===== config.mk =====
export PLATFORM = sky130hd
export DESIGN_NAME = chain_calculator
export DESIGN_NICKNAME = d
export VERILOG_FILES = /design/src/rtl/chain_calculator.sv
export SDC_FILE = /design/constraint.sdc
export NUM_CORES = 1
export LEC_CHECK = 0
export BUFFER_PORTS_ARGS = -buffer_cell sky130_fd_sc_hd__buf_4
export CORE_MARGIN = 5
export CORE_UTILIZATION = 40
export CTS_CLUSTER_DIAMETER = 40
export DETAILED_ROUTE_END_ITERATION = 8
export PLACE_DENSITY = 0.65
export SYNTH_ARGS = -nofsm -noshare
export SYNTH_HDL_FRONTEND = slang
export SYNTH_SLANG_ARGS = --single-unit
export TNS_END_PERCENT = 10

===== constraint.sdc =====
create_clock -name clk -period 9.19 [get_ports clk]
set_clock_uncertainty 0.1 [all_clocks]
set_input_delay 0.919 -clock clk [delete_from_list [all_inputs] [get_ports clk]]
set_output_delay 0.919 -clock clk [all_outputs]
set_load 0.05 [all_outputs]

===== src/rtl/chain_calculator.sv =====
// Encoder-driven calculator controller: operand entry, op select, ALU compute
// (iterative shift-add multiply) and result display, with optional result chaining.
module chain_calculator #(
  parameter int WIDTH   = 8,
  parameter int MAX_OPS = 4,
  parameter int CNT_W   = 4
) (
  input  logic             clk,
  input  logic             rst,
  input  logic [WIDTH-1:0] value_in,
  input  logic             select_pulse,
  input  logic             restart,
  input  logic             mode_chain,
  output logic             display_load,
  output logic [WIDTH-1:0] display_value,
  output logic             led_flag,
  output logic             busy,
  output logic [2:0]       state_out,
  output logic [CNT_W-1:0] op_count
);

  localparam int MC_W = (WIDTH > 1) ? $clog2(WIDTH) : 1;

  typedef enum logic [2:0] {
    S_IDLE    = 3'd0,
    S_OPA     = 3'd1,
    S_OPB     = 3'd2,
    S_OPSEL   = 3'd3,
    S_COMPUTE = 3'd4,
    S_RESULT  = 3'd5
  } state_e;

  state_e             state_q;
  logic [WIDTH-1:0]   a_q, b_q, result_q, disp_val_q;
  logic [2:0]         op_q;
  logic               flag_q, busy_q, disp_load_q;
  logic [CNT_W-1:0]   cnt_q;
  logic [2*WIDTH-1:0] mul_acc_q;
  logic [MC_W-1:0]    mul_cnt_q;

  logic [WIDTH:0]     add_w;
  logic [WIDTH-1:0]   sh_amt, alu_res;
  logic [2*WIDTH-1:0] shl_w, shr_w, mul_add, mul_acc_d;
  logic               alu_flag, mul_done, chain_ok, go_idle;

  // Single-cycle ALU plus one shift-add step of the multiplier per cycle
  always_comb begin
    add_w     = {1'b0, a_q} + {1'b0, b_q};
    sh_amt    = WIDTH'(32'(b_q) % WIDTH);
    shl_w     = {{WIDTH{1'b0}}, a_q} << sh_amt;
    shr_w     = {a_q, {WIDTH{1'b0}}} >> sh_amt;
    mul_add   = b_q[mul_cnt_q] ? ({{WIDTH{1'b0}}, a_q} << mul_cnt_q) : '0;
    mul_acc_d = mul_acc_q + mul_add;
    mul_done  = (mul_cnt_q == MC_W'(WIDTH - 1));
    alu_res   = '0;
    alu_flag  = 1'b0;
    case (op_q)
      3'd0: begin alu_res = add_w[WIDTH-1:0]; alu_flag = add_w[WIDTH]; end
      3'd1: begin alu_res = a_q - b_q; alu_flag = (a_q < b_q); end
      3'd2: begin alu_res = a_q & b_q; alu_flag = ((a_q & b_q) == '0); end
      3'd3: begin alu_res = a_q | b_q; alu_flag = ((a_q | b_q) == '0); end
      3'd4: begin alu_res = a_q ^ b_q; alu_flag = ((a_q ^ b_q) == '0); end
      3'd5: begin alu_res = shl_w[WIDTH-1:0]; alu_flag = |shl_w[2*WIDTH-1:WIDTH]; end
      3'd6: begin alu_res = shr_w[2*WIDTH-1:WIDTH]; alu_flag = |shr_w[WIDTH-1:0]; end
      default: begin alu_res = mul_acc_d[WIDTH-1:0]; alu_flag = |mul_acc_d[2*WIDTH-1:WIDTH]; end
    endcase
  end

  always_comb begin
    chain_ok = mode_chain && (cnt_q < CNT_W'(MAX_OPS));
    go_idle  = restart || (state_q > S_RESULT) ||
               ((state_q == S_RESULT) && select_pulse && !chain_ok);
  end

  // Display outputs follow the state being entered so they line up with state_out
  always_ff @(posedge clk or negedge rst) begin
    if (!rst) begin
      state_q     <= S_IDLE;
      a_q         <= '0;
      b_q         <= '0;
      op_q        <= '0;
      result_q    <= '0;
      flag_q      <= 1'b0;
      cnt_q       <= '0;
      busy_q      <= 1'b0;
      disp_load_q <= 1'b0;
      disp_val_q  <= '0;
      mul_acc_q   <= '0;
      mul_cnt_q   <= '0;
    end else if (go_idle) begin
      state_q     <= S_IDLE;
      a_q         <= '0;
      b_q         <= '0;
      op_q        <= '0;
      result_q    <= '0;
      flag_q      <= 1'b0;
      cnt_q       <= '0;
      busy_q      <= 1'b0;
      disp_load_q <= 1'b0;
      disp_val_q  <= '0;
      mul_acc_q   <= '0;
      mul_cnt_q   <= '0;
    end else begin
      case (state_q)
        S_IDLE: begin
          if (select_pulse) begin
            state_q     <= S_OPA;
            disp_load_q <= 1'b1;
            disp_val_q  <= value_in;
          end
        end
        S_OPA: begin
          disp_load_q <= 1'b1;
          disp_val_q  <= value_in;
          if (select_pulse) begin
            a_q     <= value_in;
            state_q <= S_OPB;
          end
        end
        S_OPB: begin
          disp_load_q <= 1'b1;
          if (select_pulse) begin
            b_q        <= value_in;
            state_q    <= S_OPSEL;
            disp_val_q <= {{(WIDTH-3){1'b0}}, value_in[2:0]};
          end else begin
            disp_val_q <= value_in;
          end
        end
        S_OPSEL: begin
          if (select_pulse) begin
            op_q      <= value_in[2:0];
            state_q   <= S_COMPUTE;
            busy_q    <= 1'b1;
            mul_acc_q <= '0;
            mul_cnt_q <= '0;
          end else begin
            disp_val_q <= {{(WIDTH-3){1'b0}}, value_in[2:0]};
          end
        end
        S_COMPUTE: begin
          if ((op_q != 3'd7) || mul_done) begin
            state_q    <= S_RESULT;
            busy_q     <= 1'b0;
            result_q   <= alu_res;
            flag_q     <= alu_flag;
            disp_val_q <= alu_res;
            if (cnt_q < CNT_W'(MAX_OPS)) cnt_q <= cnt_q + 1'b1;
          end else begin
            mul_acc_q <= mul_acc_d;
            mul_cnt_q <= mul_cnt_q + 1'b1;
          end
        end
        S_RESULT: begin
          if (select_pulse) begin
            state_q    <= S_OPB;
            a_q        <= result_q;
            disp_val_q <= value_in;
          end
        end
        default: state_q <= S_IDLE;
      endcase
    end
  end

  assign display_load  = disp_load_q;
  assign display_value = disp_val_q;
  assign led_flag      = flag_q;
  assign busy          = busy_q;
  assign state_out     = state_q;
  assign op_count      = cnt_q;

endmodule


== Word-level counts from Yosys, hierarchy flattened ==
Cells that the tools add are included.

* Input bits: 13
* Output and inout port bits: 18
* Register bits after elaboration: 64
* Logic and storage cells: 137

* Multiplexer cells: 49
* Shifts and indexed selects: 3
* Bitwise gates (word level): 3
* Add/subtract/negate cells: 5
* Reduce and logical (&&, ||, !) cells: 38
* Magnitude comparators: 4
* Equal/unequal tests: 23

{| class="wikitable"
|+ Operators by type and width
! operator !! number
|-
| two-way mux 8 bit || 11
|-
| two-way mux 16 bit || 4
|-
| one-hot mux 8 bit (7 select lines) || 1
|-
| one-hot mux 8 bit (5 select lines) || 1
|-
| two-way mux 3 bit || 12
|-
| one-hot mux 16 bit (2 select lines) || 1
|-
| left shift 8 x 3 -> 16 bit || 2
|-
| != test 3 bit (second input constant) || 9
|-
| logical NOT 8 bit || 3
|-
| OR reduction 8 bit || 3
|-
| equality test 3 bit (second input constant) || 6
|-
| adder 16 bit || 1
|-
| two-way mux 4 bit || 4
|-
| one-hot mux 8 bit (2 select lines) || 1
|-
| >> shifter 16 x 3 -> 16 bit || 1
|-
| one-hot mux 3 bit (5 select lines) || 1
|-
| equality test 3 x 2 -> 1 bit (second input constant) || 4
|-
| AND reduction 3 bit || 4
|-
| nonzero test 2 bit || 6
|-
| adder 8 x 8 -> 9 bit || 1
|-
| nonzero test 3 bit || 3
|-
| bitwise AND 8 bit || 1
|-
| < comparator 8 bit || 1
|-
| two-way mux 1 bit || 8
|-
| other kinds (23) || 36
|}

== Depth between registers and ports, before layout ==
* Depth after elaboration: 9
* Depth in mapped cells: 17
* Depth with buffers taken out: 14

== Worst setup path before layout ==
OpenSTA, ideal clock, no wires.

* Path kind: reg2reg
* Start point: reg b_q[0]
* End point: reg flag_q, in the netlist led_flag
* Buffers on the path: 4
* Data required time: 8958 ps
* Period minus slack after synthesis: 3909 ps
* Setup time: 132 ps
* Path slack: 5281 ps
* Cell stages (with the launch flop): 17
* Arrival: 3677 ps
* Cell sequence: dfrtp_1 -> buf_2 -> buf_2 -> mux4_2 -> nand2_1 -> and2_1 -> clkbuf_1 -> nor2_1 -> ha_1 -> clkbuf_1 -> a21o_1 -> a2111oi_0 -> nand2b_1 -> mux2i_1 -> o211ai_1 -> nor4b_1 -> a31oi_1

* Longest elaborated chain between the ends: 9
* Elaborated cells on any way between the ends: 21
* Those cells by class: add/sub (2); order compare (1); shift (2); mux (7); bitwise (3); reduce/logical (6)

{| class="wikitable"
|+ RTL lines
! item !! RTL line !! RTL
|-
| from (decl) || 34 || <nowiki>logic [WIDTH-1:0] a_q, b_q, result_q, disp_val_q;</nowiki>
|-
| from (signal assigned) || 123 || <nowiki>b_q <= value_in;</nowiki>
|-
| binary-select mux 1 bit (select 3 bit) || 52 || <nowiki>mul_add = b_q[mul_cnt_q] ? ({{WIDTH{1'b0}}, a_q} << mul_cnt_q) : '0;</nowiki>
|-
| two-way mux 1 bit (not written as such) || 52 ||
|-
| two-way mux 16 bit || 52 ||
|-
| adder 16 bit || 53 || <nowiki>mul_acc_d = mul_acc_q + mul_add;</nowiki>
|-
| OR reduction 8 bit || 65 || <nowiki>default: begin alu_res = mul_acc_d[WIDTH-1:0]; alu_flag = |mul_acc_d[2*WIDTH-1:WIDTH]; end</nowiki>
|-
| one-hot mux 1 bit (7 select lines) (*) || 57 || <nowiki>case (op_q)</nowiki>
|-
| two-way mux 1 bit (*) || 142 || <nowiki>if ((op_q != 3'd7) || mul_done) begin</nowiki>
|-
| two-way mux 1 bit (*) || 104 || <nowiki>case (state_q)</nowiki>
|-
| two-way mux 1 bit (*) || 90 || <nowiki>end else if (go_idle) begin</nowiki>
|-
| to (signal assigned) || 146 || <nowiki>flag_q <= alu_flag;</nowiki>
|-
| to (decl) || 36 || <nowiki>logic flag_q, busy_q, disp_load_q;</nowiki>
|}

Every way passes the cells marked *; elsewhere a longest branch is shown, timed or not. The select of a mux whose other input is x is not followed.
A chain may end at the register's enable or synchronous reset.

== Worst setup path in the final report ==
* Start point: reg mul_cnt_q[0]
* End point: reg flag_q, in the netlist led_flag

* Longest elaborated chain between the ends: 9
* Elaborated cells on any way between the ends: 14
* Those cells by class: add/sub (1); eq/ne (1); shift (1); mux (7); reduce/logical (4)

{| class="wikitable"
|+ RTL lines
! item !! RTL line !! RTL
|-
| from (decl) || 39 || <nowiki>logic [MC_W-1:0] mul_cnt_q;</nowiki>
|-
| from (signal assigned) || 151 || <nowiki>mul_cnt_q <= mul_cnt_q + 1'b1;</nowiki>
|-
| binary-select mux 1 bit (select 3 bit) || 52 ||
|-
| two-way mux 1 bit (not written as such) || 52 ||
|-
| two-way mux 16 bit || 52 ||
|-
| adder 16 bit || 53 ||
|-
| OR reduction 8 bit || 65 ||
|-
| one-hot mux 1 bit (7 select lines) || 57 ||
|-
| two-way mux 1 bit || 142 ||
|-
| two-way mux 1 bit || 104 ||
|-
| two-way mux 1 bit || 90 ||
|}

Several ways; a longest one is shown, not always the timed one. The select of a mux whose other input is x is not followed.

==> results.json <==
{
  "ys_seq_area_share_pct": 26.7,
  "dpl.hpwl_um": 13500,
  "synth.distinct_cells": 68,
  "rrSetupSlack_ns": 4.88,
  "syn2layout_area_growth_pct": 10.2,
  "drt_iter0_drc": 557,
  "numCtsBuffers": 9,
  "crit_path_start": "mul_cnt_q[0]$_DFFE_PN0P_",
  "synth_cells": 736,
  "synth-seq-cells": 64,
  "clockBufferDepth": 2,
  "dieArea_um2": 17500,
  "setup_viol": 0,
  "fp-row-count": 44,
  "routed_via_density": 6.26,
  "overflow": 0,
  "use_met3_pct": 4.12,
  "nFillCells": 1370,
  "power.leakage_nw": 2.82,
  "cts_post_setup_buffers_inserted": 0,
  "grt_max_degree": 65,
  "drv_cap": 0,
  "root_buffer": "clkbuf_16",
  "grt_pass1_wl_um": 29900,
  "tightest_slew_ns": 1.02,
  "cpPeakStageDelay_ns": 0.78,
  "timing.fmax_mhz": 232,
  "chipWidth_um": 132,
  "maxSlewViolCount": 0,
  "cp-start-kind": "register",
  "use_met2_pct": 32.0,
  "routedWlPerCell_um": 20.3,
  "cp_num_buf_inv": 0,
  "synth_area_um2": 5990,
  "top_usage_layer": "met2",
  "clkLatencyLatePin_ns": 0.34,
  "crit_slowest_cell": "dfrtp_1",
  "ctsHtreeMaxLevel": 3,
  "yosys.area.top_type": "dfrtp_1",
  "post-route-period-util_pct": 46.9,
  "cts_tree": "yes",
  "hold_slack_ns": 0.378,
  "port_buffers": 30,
  "num_io_pins": 31,
  "finalHoldViolations": 0,
  "critPathRequiredTime_ns": 9.28,
  "coreArea_um2": 14600,
  "drt_wl_total_um": 18600,
  "ctsHoldBuffers": 0,
  "synthArstFlopShare_pct": 100,
  "cp_cell_sequence": "mux4_2 > nand2_1 > and2_1 > nor2_1 > ha_1 > a21o_1 > a2111oi_0 > nand2b_1 > mux2i_1 > o211ai_1 > nor4b_1 > a31oi_1",
  "worst_r2r_endpoint": "led_flag$_DFFE_PN0P_",
  "drc": 0,
  "cts.clk_slew.worst_paths_ns": 0.06,
  "track_usage_pct": 20.8,
  "post_cts_resized": 0,
  "die_height_um": 132,
  "setup_tns_ns": 0,
  "synthMostInstantiatedCell": "nor2_1",
  "ys_warn_count": 0,
  "synth.area.top_cells": "dfrtp_1 (27%), ha_1 (9.0%), nor2_1 (5.2%)",
  "cp.depth": 12,
  "outcome": "finished clean",
  "powerDensity_nw_per_um2": 129,
  "yosys-top-cells-count": "nor2_1 (83), nand2_1 (79), dfrtp_1 (64), a21oi_1 (62), ha_1 (43)",
  "synth_edf_count": 0,
  "ir_drop_uv": 114,
  "crit_fanout": 21,
  "final_antenna_net_count": 0,
  "worstSetupEndpointType": "register",
  "synth_top_area_share_pct": 26.7,
  "vias": 5730,
  "reg2reg_from": "mul_cnt_q[0]$_DFFE_PN0P_",
  "antenna_found_initial": 0,
  "n_antenna_cell": 0,
  "worst-setup-path-type": "register to register",
  "firstDrtPassIters": 5,
  "cts.sinks": 64,
  "crit_arrival_ns": 4.40,
  "grt_pass1_vias": 5497,
  "postSynthAreaPerCell_um2": 8.14,
  "start_util_pct": 41.1,
  "met1_usage_pct": 29.9,
  "gp_congestion": 0.964,
  "slew_headroom_pct": 31.5,
  "period_minus_slack_ns": 4.31,
  "min_path_type": "register to register",
  "ys.flop_type": "dfrtp_1",
  "r2r_cells": 12,
  "endpoint": "led_flag$_DFFE_PN0P_",
  "synth_nets": 795,
  "final_nets": 786,
  "path_delay_family": "compound AO/OA/AOI/OAI gates",
  "grt_setup_unrepaired": "false",
  "layout-drive-gt1-share_pct": 10.2
}
[how the worst min path moves through the flow]
stage / startpoint / endpoint / cells past startpoint
after global placement: result_q[3]$_DFFE_PN0P_ / result_q[3]$_DFFE_PN0P_ / 1
after CTS: result_q[3]$_DFFE_PN0P_ / result_q[3]$_DFFE_PN0P_ / 1
after detailed placement: result_q[3]$_DFFE_PN0P_ / result_q[3]$_DFFE_PN0P_ / 1
after floorplan: result_q[3]$_DFFE_PN0P_ / result_q[3]$_DFFE_PN0P_ / 1
after global routing: result_q[3]$_DFFE_PN0P_ / result_q[3]$_DFFE_PN0P_ / 1
final: result_q[3]$_DFFE_PN0P_ / result_q[3]$_DFFE_PN0P_ / 1
[sequential cells by signal, indices dropped and copies added (netlist names)]
| name | count |
|---|---|
| mul_cnt_q | 3 |
| busy | 1 |
| op_q | 3 |
| mul_acc_q | 16 |
| display_load | 1 |
| state_out | 3 |
| b_q | 8 |
| op_count | 4 |
| led_flag | 1 |
| display_value | 8 |
| result_q | 8 |
| a_q | 8 |
[metal layers]
layer  share of wire, %  up-vias
met5                  0        -
met4                2.1        0
met3                8.2       28
met2                 46      277
met1                 44     2771
li1                   -     2654
[cell usage in the layout (no fill, tap or decap), types with 7 or more instances in the layout]
master and count:
nor2_1 82, nand2_1 79, dfrtp_1 64, a21oi_1 62, ha_1 43, o21ai_0 35, buf_4 34, inv_1 31
mux2i_1 29, nor3_1 21, a211oi_1 20, mux4_2 13, nand2b_1 12, o211ai_1 12, a21o_1 12, a31oi_1 12
xnor2_1 12, nand3_1 11, nor2b_1 9, nand3b_1 9, clkbuf_16 9, nand4_1 8, o31ai_1 8, a22o_1 8
a22oi_1 7
[kinds of logic (layout without fill, tap and decap cells)]
family	Yosys count	in the layout	synth area share, %
AND/OR/NAND/NOR	257	257	20.2
adder cells (fa/ha/maj)	46	46	9.99
multiplexers	43	43	9.92
XOR/XNOR	17	17	2.49
AO/OA/AOI/OAI	224	224	25.0
buffers and inverters	85	81	5.64
flip-flops	64	64	26.7
[area by class of cell]
type | instances | area, µm² | area share [%]
repair buffers | 34 | 255 | 3.87
inverters | 31 | 116 | 1.76
clock buffers | 10 | 229 | 3.47
clock inverters | 6 | 115 | 1.74
well taps | 184 | 230 | 3.49
flip-flops and latches | 64 | 1600 | 24.3
multi-input cells | 587 | 4050 | 61.4
[power breakdown]
| group | total [mW] | leakage, nW | internal [mW] | switching [mW] |
|---|---|---|---|---|
| sequential | 0.308 | 0.881 | 0.289 | 0.0188 |
| combinational | 0.140 | 1.78 | 0.0507 | 0.0896 |
| clock | 0.404 | 0.164 | 0.267 | 0.137 |
| total | 0.852 | 2.82 | 0.607 | 0.245 |
[metrics by stage]
step | total power [mW] | utilization (%) | instance area [µm²] | worst slack (ns) | instances
floorplan | 0.404 | - | 5990 | 5.28 | 736
global placement | 0.449 | 42.9 | 6260 | 5.05 | 900
detailed placement | 0.452 | 42.9 | 6260 | 4.98 | 900
CTS | 0.853 | 45.2 | 6600 | 4.94 | 916
global route | 0.883 | 45.2 | 6600 | 4.65 | 916
finish | 0.852 | 45.2 | 6600 | 4.88 | 916
Power figures use the tool's default switching activity.
